### src/rtl/sfq_rx_pkg.sv
// Shared types and helpers for the SFQ lane deserialiser.
// SFQ_DESER_PARITY_EN adds an even-parity bit above the data bits of each word.
package sfq_rx_pkg;

  typedef enum logic [0:0] {
    IDLE    = 1'b0,
    COLLECT = 1'b1
  } rx_state_e;

  localparam int unsigned FIFO_DEPTH = 2;

`ifdef SFQ_DESER_PARITY_EN
  localparam int unsigned PAR_W = 1;
`else
  localparam int unsigned PAR_W = 0;
`endif

  // Increment that sticks at all-ones for a counter of width w (w <= 32)
  function automatic logic [31:0] sat_inc(input logic [31:0] val, input int unsigned w);
    logic [32:0] max_v;
    max_v = (33'd1 << w) - 33'd1;
    return (val == max_v[31:0]) ? val : val + 32'd1;
  endfunction

endpackage

### src/rtl/sfq_word_fifo.sv
// Two-entry shift FIFO; slot0 is always the head so dout comes straight from a flop.
module sfq_word_fifo
  import sfq_rx_pkg::*;
#(
  parameter int unsigned DW = 8
) (
  input  logic          clk,
  input  logic          rst_n,
  input  logic          push,
  input  logic [DW-1:0] din,
  input  logic          pop,
  output logic [DW-1:0] dout,
  output logic          full,
  output logic          empty
);

  logic [DW-1:0] slot [FIFO_DEPTH];
  logic [DW-1:0] slot_n [FIFO_DEPTH];
  logic [FIFO_DEPTH-1:0] vld, vld_n;
  logic pop_ok, push_ok;

  // Pop frees the head before the push is placed, so full+pop+push never drops
  always_comb begin
    pop_ok  = pop & vld[0];
    push_ok = push & (~vld[1] | pop_ok);
    slot_n  = slot;
    vld_n   = vld;
    if (pop_ok) begin
      if (vld[1]) begin
        slot_n[0] = slot[1];
        if (push_ok) slot_n[1] = din;
        else         vld_n[1]  = 1'b0;
      end else if (push_ok) begin
        slot_n[0] = din;
      end else begin
        vld_n[0] = 1'b0;
      end
    end else if (push_ok) begin
      if (vld[0]) begin
        slot_n[1] = din;
        vld_n[1]  = 1'b1;
      end else begin
        slot_n[0] = din;
        vld_n[0]  = 1'b1;
      end
    end
  end

  always_ff @(posedge clk or negedge rst_n) begin
    if (!rst_n) begin
      slot[0] <= '0;
      slot[1] <= '0;
      vld     <= '0;
    end else begin
      slot[0] <= slot_n[0];
      slot[1] <= slot_n[1];
      vld     <= vld_n;
    end
  end

  assign dout  = slot[0];
  assign full  = vld[1];
  assign empty = ~vld[0];

endmodule

### src/rtl/sfq_deser_rx.sv
// Samples one DRO SFQ lane per clk, packs WIDTH bits LSB-first and queues words for the binary side.
// SFQ_DESER_PARITY_EN widens word by one even-parity MSB.
module sfq_deser_rx
  import sfq_rx_pkg::*;
#(
  parameter int unsigned WIDTH = 8,
  parameter int unsigned OVF_W = 8
) (
  input  logic                   clk,
  input  logic                   rst_n,
  input  logic                   sfq_data,
  output logic                   sfq_clr,
  input  logic                   en,
  output logic [WIDTH+PAR_W-1:0] word,
  output logic                   word_vld,
  input  logic                   word_rdy,
  output logic [OVF_W-1:0]       ovf_cnt,
  output logic                   busy
);

  localparam int unsigned IDX_W = (WIDTH > 2) ? $clog2(WIDTH) : 1;
  localparam int unsigned DW    = WIDTH + PAR_W;

  rx_state_e        state, state_n;
  logic [IDX_W-1:0] bit_idx, bit_idx_n;
  logic [WIDTH-2:0] shreg, shreg_n;
  logic [WIDTH-1:0] data_word;
  logic [DW-1:0]    push_word;
  logic             clr_n, push, full, empty, drop;

  always_ff @(posedge clk or negedge rst_n) begin
    if (!rst_n) state <= IDLE;
    else        state <= state_n;
  end

  // Next state plus sampling; the last bit goes straight into the pushed word
  always_comb begin
    state_n   = state;
    bit_idx_n = bit_idx;
    shreg_n   = shreg;
    clr_n     = 1'b0;
    push      = 1'b0;
    data_word = {sfq_data, shreg};
    case (state)
      IDLE: begin
        bit_idx_n = '0;
        shreg_n   = '0;
        if (en) state_n = COLLECT;
      end
      COLLECT: begin
        if (!en) begin
          state_n   = IDLE;
          bit_idx_n = '0;
          shreg_n   = '0;
        end else begin
          clr_n = 1'b1;
          if (bit_idx == IDX_W'(WIDTH - 1)) begin
            push      = 1'b1;
            bit_idx_n = '0;
            shreg_n   = '0;
          end else begin
            for (int i = 0; i < int'(WIDTH) - 1; i++) begin
              if (bit_idx == IDX_W'(i)) shreg_n[i] = sfq_data;
            end
            bit_idx_n = bit_idx + IDX_W'(1);
          end
        end
      end
      default: state_n = IDLE;
    endcase
  end

`ifdef SFQ_DESER_PARITY_EN
  assign push_word = {^data_word, data_word};
`else
  assign push_word = data_word;
`endif

  // A full FIFO only takes the word if the consumer pops on the same edge
  assign drop = push & full & ~word_rdy;

  always_ff @(posedge clk or negedge rst_n) begin
    if (!rst_n) begin
      bit_idx <= '0;
      shreg   <= '0;
      sfq_clr <= 1'b0;
      busy    <= 1'b0;
      ovf_cnt <= '0;
    end else begin
      bit_idx <= bit_idx_n;
      shreg   <= shreg_n;
      sfq_clr <= clr_n;
      busy    <= (state_n != IDLE);
      if (drop) ovf_cnt <= OVF_W'(sat_inc(32'(ovf_cnt), OVF_W));
    end
  end

  sfq_word_fifo #(
    .DW (DW)
  ) u_fifo (
    .clk   (clk),
    .rst_n (rst_n),
    .push  (push),
    .din   (push_word),
    .pop   (word_rdy),
    .dout  (word),
    .full  (full),
    .empty (empty)
  );

  assign word_vld = ~empty;

endmodule

### config.mk
export PLATFORM = sky130hd
export DESIGN_NAME = sfq_deser_rx
export DESIGN_NICKNAME = d
export VERILOG_FILES = /design/src/rtl/sfq_rx_pkg.sv /design/src/rtl/sfq_word_fifo.sv /design/src/rtl/sfq_deser_rx.sv
export SDC_FILE = /design/constraint.sdc
export NUM_CORES = 1
export LEC_CHECK = 0
export CORE_MARGIN = 2
export CORE_UTILIZATION = 59
export DETAILED_ROUTE_END_ITERATION = 16
export PLACE_DENSITY_LB_ADDON = 0.2
export SLEW_MARGIN = 20
export SYNTH_ARGS = -nofsm -noshare
export SYNTH_HDL_FRONTEND = slang
export SYNTH_HIERARCHICAL = 1
export SYNTH_SLANG_ARGS = --single-unit
### constraint.sdc
create_clock -name clk -period 4.7 [get_ports clk]
set_input_delay 0.94 -clock clk [delete_from_list [all_inputs] [get_ports clk]]
set_output_delay 0.94 -clock clk [all_outputs]
set_load 0.01 [all_outputs]
-- Word level (Yosys, flattened, before mapping)
Cells that the tools add are included.
- $add $sub $neg: 2
- multiply operators: 0
- div/mod/pow operators: 0
- order comparisons: 0
- equal/unequal tests: 20
- shift operators: 0
- multiplexer cells: 32
- bitwise gates (word level): 9
- reduce and logical (&&, ||, !) cells: 9
- operators by type and width (cell ; number):
    $mux W8 ; 5
    $mux W16 ; 2
    $ne A4 B2 Y1 const B ; 7
    $mux W1 ; 17
    $mux W7 ; 2
    $pmux W7 S2 ; 1
    $eq A3 B3 Y1 const B ; 4
    $add A8 B1 Y8 const B ; 1
    $eq A8 B8 Y1 const B ; 1
    $ne A2 B2 Y1 const B ; 4
    $eq A3 B2 Y1 const B ; 2
    $mux W3 ; 2
    $pmux W3 S2 ; 1
    $reduce_and A3 Y1 ; 2
    $reduce_bool A2 Y1 ; 3
    $and A1 B1 Y1 ; 4
    $mux W2 ; 2
    $not A1 Y1 ; 4
    $reduce_and A2 Y1 ; 2
    $reduce_and A4 Y1 ; 1
    $add A3 B1 Y3 const B ; 1
    $eq A3 B1 Y1 const B ; 1
    $logic_not A3 Y1 ; 1
    $ne A2 B1 Y1 const B ; 1
    $or A1 B1 Y1 ; 1
- flip-flop bits (word level): 38
- latch bits: 0
- bits in writable memories: 0
- ROM bits: 0
- bits of input ports: 5
- logic and storage cells: 87
- memories kept: 0

-- Longest topological paths before layout
Gate-level depths: netlist (run 1).
- depth after elaboration: 8
- gate-level depth with buffers: 7
- depth with buffers taken out: 6

-- Cells and area by module
The synthesis (run 1) kept the hierarchy.
- by module, submodules not included (module ; instances ; cells each ; area each (um^2) ; sequential area each (um^2)):
    sfq_word_fifo ; 1 ; 94 ; 980.9 ; 450.4
    sfq_deser_rx ; 1 ; 86 ; 969.7 ; 500.5

-- Worst setup path after synthesis (run 1)
Ideal clock, no wire load.
- path kind: input to register
- start: input en
- end: register u_fifo/slot[0] in the netlist's numbering
- arrival time: 1.980 ns
- required time: 4.575 ns
- path slack: 2.595 ns
- stages on the path: 4
- cells stage by stage: and3_4 nand2_2 nor3_4 mux2_4
- cells in the longest elaborated chain, start to end: 5
- RTL lines (item ; line ; RTL):
    from (decl) ; sfq_deser_rx.sv:13 ; input logic en,
    $mux W1 * ; sfq_deser_rx.sv:51 ; if (!en) begin
    $mux W1 * ; sfq_deser_rx.sv:44 ; case (state)
    $and A1 B1 Y1 * ; sfq_word_fifo.sv:25 ; push_ok = push & (~vld[1] | pop_ok);
    $ne A2 B2 Y1 (no line) or $reduce_bool A2 Y1 (tied branches) ; - ;
    $reduce_and A4 Y1 (no line) * ; - ;
    to (decl) ; sfq_word_fifo.sv:17 ; logic [DW-1:0] slot [FIFO_DEPTH];
Every way passes the cells marked *; elsewhere a longest branch is shown, timed or not.
A chain may end at the register's enable or synchronous reset.

-- Worst setup path after layout (run 1)
- start: register u_fifo.vld[0]
- end: output word_vld
- RTL lines (item ; line ; RTL):
    from (decl) ; sfq_word_fifo.sv:19 ; logic [FIFO_DEPTH-1:0] vld, vld_n;
    from (signal assigned) ; sfq_word_fifo.sv:57 ; vld <= vld_n;
    to (decl) ; sfq_deser_rx.sv:15 ; output logic word_vld,
No word-level cell between the ends.

==> flow_summary.toml, run 1 <==
[synthesis]
yosysMostFrequentCell = "dfrtp_1"
syn_area_sq_um = 1950
muxShareOfSynthArea_pct = 9.56
yosys.area.top_type = "dfrtp_1"
synth-seq-cells = 38
synthArstFlopShare_pct = 100
yosysWarnings = 6
synthSimpleGateAreaFrac_pct = 14.3
synth_compound_area_share_pct = 14.5
synth_top_family_by_area = "compound AO/OA/AOI/OAI gates"
synth-edff-count = 0
ys.flop_type = "dfrtp_1"
synth.distinct_cells = 35
synthXorXnorAreaFrac_pct = 2.25
synthTopCellsByArea = "dfrtp_1 (49%), mux2_4 (6.2%), ha_1 (4.5%)"
synth_commonest_cells = "dfrtp_1 (38), o21ai_0 (15), a21oi_1 (13)"
syn_inst = 180
ys_seq_area_share_pct = 48.7
syn_avg_cell_area_sq_um = 10.8
synthAdderAreaFrac_pct = 4.49
synth_fp_nets = 192
synthDominantCellAreaShare_pct = 48.7

[worst_setup_path]
endpoint_kind = "output port"
r2r_slack_ns = 2.55
path_class = "reg -> out"
path_max_fanout = 13
cp.required_ns = 3.76
critPathArrivalTime_ns = 1.69
start_kind = "flop"

[cells_and_area]
seqCellArea_sq_um = 951
fill_cells = 244
nets = 210
synthToLayoutAreaGrowth_pct = 13.3
multi_input_area_sq_um = 880
drive_gt1_share_pct = 14.1
diodes = 0

[sta]
max-slew-margin-rel_pct = 62.3
fin_worst_skew_ns = 0.00417
finalCritPeriodShare_pct = 56.0
fin_tns_setup_ns = 0
setup_viol = 0
hold_viol = 0
tightest_slew_ns = 0.564
fin_crit_ns = 2.63
rsz0062_at_grt = "false"
slew_viol_final = 0
max_freq_ghz = 0.380

[drt]
postRouteAntennaNets = 0
drtIter0Drc = 101
viasPerCell = 6.10
drtPass1Iterations = 4
drt_drc_violations_left = 0
wl_per_cell_um = 16.7
num_vias = 1476
routed_wl_mm = 4.04

[floorplan]
die_area_sq_um = 3780
start_util_pct = 62.9
die_x_um = 61.5
die_h_um = 61.5
ios = 24
rows = 20
core-area_sq_um = 3100

[clocking]
cts_tree = "yes"
cts_buffers = 5
clkTransAtPathRegs_ns = 0.10
clockBufferDepth = 2
ctsResizeCount = 0
post-cts-setup-buffer-count = 0
cts_sinks = 38
insertion_delay_ns = 0.34
htreeDepth = 2
root_buffer = "clkbuf_4"
cts_hold_buf = 0

[worst_hold_path]
hold_path_class = "reg -> reg"

[grt]
grt_max_degree = 39
grt_overflow_total = 0
grt_pass1_vias = 1395
antenna_found_initial = 0
grt_usage_pct = 24.5
grt_first_pass_wirelength_mm = 6.62

[place]
io_buffers = 23
post-dp-hpwl_mm = 2.89
place.gp.congestion = 0.904

[power]
ir_drop_mv = 0.218
p_per_area_nw_per_um2 = 316
total_power_uw = 698
p_leak_nw = 0.983

[run_status]
status = "finished clean"

[flow_run]
drv_cap = 0
through the flow:
stage	hold slack (ns)	std cells	setup WS, ns	util [%]	cell area, sq um
6_report	0.499	242	2.07	71.2	2210
5_1_grt	0.532	242	1.92	71.2	2210
4_1_cts	0.509	242	2.08	71.2	2210
3_5_place_dp	0.495	235	1.93	69.8	2160
3_3_place_gp	0.478	235	2.01	69.8	2160
2_1_floorplan	0.460	180	2.60	-	1950
report_power, final:
part           switching (mW)  internal [mW]
sequential             0.0277          0.362
clock                   0.101         0.0564
combinational          0.0610         0.0898
total                   0.190          0.508
registers in the layout (all words and copies together) (netlist names):
name,count
ovf_cnt,8
u_fifo/dout,8
u_fifo/slot,8
shreg,7
bit_idx,3
u_fifo/vld,2
busy,1
sfq_clr,1
routing by layer:
metal  track usage (%)  vias up  share of wire [%]
met5                 0        -                  0
met4              11.9        0                2.4
met3              7.14       11                5.9
met2              36.2       61                 49
met1              33.0      734                 43
li1                  -      670                  -
kinds of logic (layout without fill, tap and decap cells):
family          Yosys count  in the layout
simple gates             44             44
fa+ha+maj                 7              7
compound gates           48             48
xor+xnor                  5              5
mux                      14             14
buf+inv                  24             42
flops                    38             38
layout by cell type, fill, tap and decap left out, types with 2 or more instances in the layout:
cell type and n:
a21boi_0 2, ha_1 7, xor2_1 5, dfrtp_1 38, clkbuf_4 5, o22ai_1 8, nand2_1 4, clkbuf_1 2
or2_2 2, nand2b_1 2, mux2_2 5, nor2_1 6, nor3_1 12, a21oi_1 13, a211oi_1 8, nand3_1 6
o21ai_0 15, mux2_4 8, inv_1 11, clkdlybuf4s50_1 23
path summary, 6_finish.rpt:
path / start / endpoint / cells after the start
min in group asynchronous: rst_n / u_fifo/dout[5]$_DFFE_PN0P_ / 2
max in group asynchronous: rst_n / bit_idx[2]$_DFF_PN0_ / 2
hold / removal: bit_idx[0]$_DFF_PN0_ / bit_idx[0]$_DFF_PN0_ / 1
hold reg to reg: bit_idx[0]$_DFF_PN0_ / bit_idx[0]$_DFF_PN0_ / 1
setup reg to reg: bit_idx[1]$_DFF_PN0_ / u_fifo/slot[6]$_DFFE_PN0P_ / 6
setup / recovery: u_fifo/vld[0]$_DFFE_PN0P_ / word_vld / 3
final cells by class:
type | instances | area share, %
Multi-Input combinational cell | 118 | 39.8
Clock buffer | 7 | 2.04
Inverter | 11 | 1.87
Sequential cell | 38 | 43.0
Timing Repair Buffer | 24 | 10.8
Tap cell | 44 | 2.49
critical path, stage by stage (launching register included):
cell	delay, ns
dfrtp_1	0.60
inv_1	0.15
inv_1	0.08
clkdlybuf4s50_1	0.53
Note: power is estimated with default switching activity, not from simulation.
==> inputs of run 2 (changes only) <==
Settings changed: CORE_UTILIZATION 59 to 55.
Clock period 4.7 ns to 2.62 ns, I/O delays scaled along.
==> run 2 against run 1 <==
- clock power grew 100%
- core utilization shrank 5.0 points
- routed wire length shrank 8.8%
- sequential cell count is the same
- combinational power grew 77%
- first-iteration DRC count grew 3.0%
- power grew 84%
==> flow_summary.toml, run 2 (same netlist as run 1, synthesis figures left out) <==
[sta]
hold_ws_ns = 0.515
slew_viol_final = 0
fin_worst_skew_ns = 0.00820
rsz0062_at_grt = "false"
setup_viol = 0
tightest_slew_ns = 0.542
finalCritPeriodShare_pct = 85.1
setup_slack_ns = 0.392
fin_crit_ns = 2.23
fin_tns_setup_ns = 0
max-slew-margin-rel_pct = 63.7
max_freq_ghz = 0.449
hold_viol = 0

[worst_setup_path]
r2r_start = "bit_idx[1]$_DFF_PN0_"
path_max_fanout = 13
reg2reg_depth = 6
endpoint_kind = "output port"
r2r_slack_ns = 0.48
path_buf_inv = 3
critPathArrivalTime_ns = 1.70
start_kind = "flop"
cpPeakStageDelay_ns = 0.62
path_cells = "inv_1, inv_1, clkdlybuf4s50_1"
worstReg2RegEnd = "u_fifo/slot[7]$_DFFE_PN0P_"
path_class = "reg -> out"
critical_path.slowest_cell = "dfrtp_1"
cpLargestDelayFamily = "buffers and inverters"
cp.required_ns = 2.10
crit_top_cell = "inv_1"

[drt]
drt_drc_violations_left = 0
postRouteAntennaNets = 0
num_vias = 1385
wl_per_cell_um = 15.0
drtIter0Drc = 104
routed_wl_mm = 3.69
viasPerCell = 5.65
drtPass1Iterations = 4

[cells_and_area]
synthToLayoutAreaGrowth_pct = 14.2
final_cell_mix = "dfrtp_1 (38), clkdlybuf4s50_1 (23), o21ai_0 (15)"
drive_gt1_share_pct = 15.1
mostFrequentLayoutCell = "dfrtp_1"
fill_cells = 302
diodes = 0
nets = 210

[clocking]
cts_sinks = 38
insertion_delay_ns = 0.35
root_buffer = "clkbuf_4"
htreeDepth = 2
clkTransAtPathRegs_ns = 0.11
cts_hold_buf = 0
clockBufferDepth = 2
ctsResizeCount = 0
cts_tree = "yes"
post-cts-setup-buffer-count = 0
cts_buffers = 5

[grt]
grt_pass1_vias = 1356
antenna_found_initial = 0
grt_usage_pct = 21.0
grt_first_pass_wirelength_mm = 6.57
grt_max_degree = 39
grt_overflow_total = 0

[floorplan]
core-area_sq_um = 3360
ios = 24
die_x_um = 63.6
start_util_pct = 58.0
rows = 21
die_area_sq_um = 4040
die_h_um = 63.6

[worst_hold_path]
hold_start = "bit_idx[0]$_DFF_PN0_"
hold_path_class = "reg -> reg"
min_to = "bit_idx[0]$_DFF_PN0_"
whs_path_depth = 1

[place]
io_buffers = 23
place.gp.congestion = 0.787
post-dp-hpwl_mm = 2.67
place_ws_ns = 0.291

[power]
ir_drop_mv = 0.398
p_leak_nw = 0.993
p_per_area_nw_per_um2 = 576
total_power_mw = 1.28

[flow_run]
drv_cap = 0

[run_status]
status = "finished clean"
## run 2: changes by cell type in the layout (fill, tap and decap cells not counted), sizes merged
cell,before,now
clkinv,0,1
## run 2: final cells by class
cell class	count	area (sq um)	area share (%)
Sequential cell	38	951	42.7
Multi-Input combinational cell	118	880	39.5
Timing Repair Buffer	24	238	10.7
Tap cell	46	57.6	2.58
Clock buffer	7	55.1	2.47
Inverter	11	41.3	1.85
Clock inverter	1	5.00	0.225
## run 2: worst max-delay path by stage
stage                               from                         end  depth (start not counted)
6_report       u_fifo/vld[0]$_DFFE_PN0P_                    word_vld                          3
5_1_grt             bit_idx[1]$_DFF_PN0_  u_fifo/slot[7]$_DFFE_PN0P_                          6
4_1_cts        u_fifo/vld[0]$_DFFE_PN0P_                    word_vld                          3
3_5_place_dp                          en  u_fifo/slot[7]$_DFFE_PN0P_                          5
3_3_place_gp                          en  u_fifo/slot[2]$_DFFE_PN0P_                          5
2_1_floorplan       bit_idx[1]$_DFF_PN0_  u_fifo/slot[0]$_DFFE_PN0P_                          6
## run 2: layer usage
metal  GRT usage (%)  wire length, um
met1            26.6             1690
met2            34.1             1760
met3            7.14              183
met4            6.25               47
met5               0                0
## run 2: report_power, final
part | internal, mW | leakage (nW) | total (mW) | switching [mW]
Sequential | 0.649 | 0.493 | 0.699 | 0.0499
Clock | 0.130 | 0.0353 | 0.317 | 0.187
Combinational | 0.161 | 0.464 | 0.267 | 0.106
## run 2: stage by stage
stage | utilization, % | cells | cell area (sq um)
after floorplan | - | 180 | 1950
after global placement | 64.4 | 237 | 2170
after detailed placement | 64.4 | 237 | 2170
after CTS | 66.2 | 245 | 2230
after global routing | 66.2 | 245 | 2230
final | 66.2 | 245 | 2230
==> inputs of run 3 (changes only) <==
Settings changed: CORE_UTILIZATION 55 to 62, DONT_BUFFER_PORTS set to 1.
==> run 3 against run 2 <==
- clock power increased by 23%
- register-to-register slack about the same
- highest routed layer unchanged
- non-clock buffer count decreased by 22
- sequential share of layout area increased by 4.0 points
- clock-buffer cell count decreased by 2
- clock skew increased by 0.0042 ns
- fmax increased by 4.1%
- critical path type is now reg -> reg
- cell count decreased by 9.8%
- sequential power increased by 5.4%
==> flow_summary.toml, run 3 (same netlist as run 1, synthesis figures left out) <==
[run_status]
status = "finished clean"

[worst_setup_path]
crit_top_cell = "ha_1"
path_class = "reg -> reg"
critical_path.slowest_cell = "nor3_4"
cpPeakStageDelay_ns = 0.52
path_cells = "ha_1, ha_1, and3_4, nand2_2, nor3_4, mux2_4"
endpoint_kind = "flop"
critPathArrivalTime_ns = 2.38
path_max_fanout = 8
cp.required_ns = 2.85
start_kind = "flop"

[cells_and_area]
nets = 188
final_cell_mix = "dfrtp_1 (38), o21ai_0 (15), a21oi_1 (13)"
fill_cells = 238
synthToLayoutAreaGrowth_pct = 4.30
mostFrequentLayoutCell = "dfrtp_1"
drive_gt1_share_pct = 17.5
diodes = 0

[flow_run]
drv_cap = 0

[sta]
hold_viol = 0
setup_viol = 0
max-slew-margin-rel_pct = 62.8
fin_crit_ns = 2.14
slew_viol_final = 0
max_freq_ghz = 0.467
finalCritPeriodShare_pct = 81.7
fin_tns_setup_ns = 0
fin_worst_skew_ns = 0.0124
rsz0062_at_grt = "false"
hold_ws_ns = 0.207
tightest_slew_ns = 0.557

[floorplan]
die_x_um = 60.1
die_h_um = 60.1
ios = 24
start_util_pct = 64.4
rows = 20
die_area_sq_um = 3610
core-area_sq_um = 3030

[drt]
drtPass1Iterations = 4
drtIter0Drc = 104
postRouteAntennaNets = 0
viasPerCell = 5.86
drt_drc_violations_left = 0
num_vias = 1296
routed_wl_mm = 3.52
wl_per_cell_um = 15.9

[clocking]
clkTransAtPathRegs_ns = 0.11
root_buffer = "clkbuf_4"
cts_tree = "yes"
clockBufferDepth = 2
insertion_delay_ns = 0.34
cts_sinks = 38
cts_buffers = 5
post-cts-setup-buffer-count = 0
htreeDepth = 2

[grt]
grt_pass1_vias = 1244
antenna_found_initial = 0
grt_overflow_total = 0
grt_first_pass_wirelength_mm = 5.89
grt_max_degree = 39
grt_usage_pct = 22.6

[place]
post-dp-hpwl_mm = 2.54
place.gp.congestion = 0.852
io_buffers = 0

[power]
p_leak_nw = 0.924
ir_drop_mv = 0.434
p_per_area_nw_per_um2 = 609

[worst_hold_path]
hold_path_class = "in -> reg"
==> run 3: changes by cell type in the layout (fill, tap and decap cells not counted) <==
| cell | change |
|---|---|
| clkbuf_1 | -1 |
| bufinv_16 | +1 |
| dlygate4sd3_1 | +1 |
| clkdlybuf4s50_1 | -23 |
| clkbuf_8 | -1 |
| buf_4 | -1 |
| clkinv_2 | +1 |
| buf_12 | +1 |
==> run 3: area by class of cell <==
type / count / area [sq um] / share of cell area, %
clock buffers: 5 / 37.5 / 1.85
clock inverters: 3 / 40.0 / 1.97
inverters: 11 / 41.3 / 2.03
multi-input cells: 118 / 880 / 43.2
flip-flops and latches: 38 / 951 / 46.7
well taps: 44 / 55.1 / 2.71
repair buffers: 2 / 30.0 / 1.48
==> run 3: path summary, 6_finish.rpt <==
kind	endpoint	start	depth (start not counted)	slack [ns]
max in group asynchronous	sfq_clr$_DFF_PN0_	rst_n	2	1.80
worst max register to register	u_fifo/slot[6]$_DFFE_PN0P_	bit_idx[0]$_DFF_PN0_	6	0.48
min in group asynchronous	u_fifo/dout[3]$_DFFE_PN0P_	rst_n	2	0.62
worst min register to register	bit_idx[0]$_DFF_PN0_	bit_idx[0]$_DFF_PN0_	1	0.53
worst min-delay path	busy$_DFF_PN0_	en	0	0.21
worst max-delay path	u_fifo/slot[6]$_DFFE_PN0P_	bit_idx[0]$_DFF_PN0_	6	0.48
==> run 3: stage by stage <==
step	cells	power (mW)	setup slack (ns)	utilization, %	area [sq um]
after floorplan	180	0.899	0.709	-	1950
after global placement	211	0.837	0.623	63.6	1930
after detailed placement	211	0.848	0.524	63.6	1930
after CTS	221	1.25	0.495	67.2	2030
after global routing	221	1.31	0.381	67.2	2030
final	221	1.24	0.478	67.2	2030
==> run 3: what timing repair did <==
item,CTS,global route
gates resized for setup,0,0
endpoints found under the hold margin,38,0
hold buffers,2,0
==> run 3: per-layer routing <==
metal	GRT usage [%]	vias up	wire length, um
li1	-	634	-
met1	30.6	628	1700
met2	34.3	28	1650
met3	7.58	6	128
met4	6.98	0	46
met5	0	-	0
==> run 3: critical path, delay by kind of cell, from the launching register on <==
| kind | cells | cell delay (ns) |
|---|---|---|
| fa+ha+maj | 2 | 0.40 |
| flops | 1 | 0.43 |
| mux | 1 | 0.35 |
| simple gates | 3 | 0.85 |
==> run 3: power by group <==
group	leakage (nW)	internal (mW)	switching, mW	total (mW)
sequential	0.493	0.649	0.0886	0.737
clock	0.0450	0.198	0.191	0.389
combinational	0.386	0.0617	0.0510	0.113
total	0.924	0.908	0.331	1.24
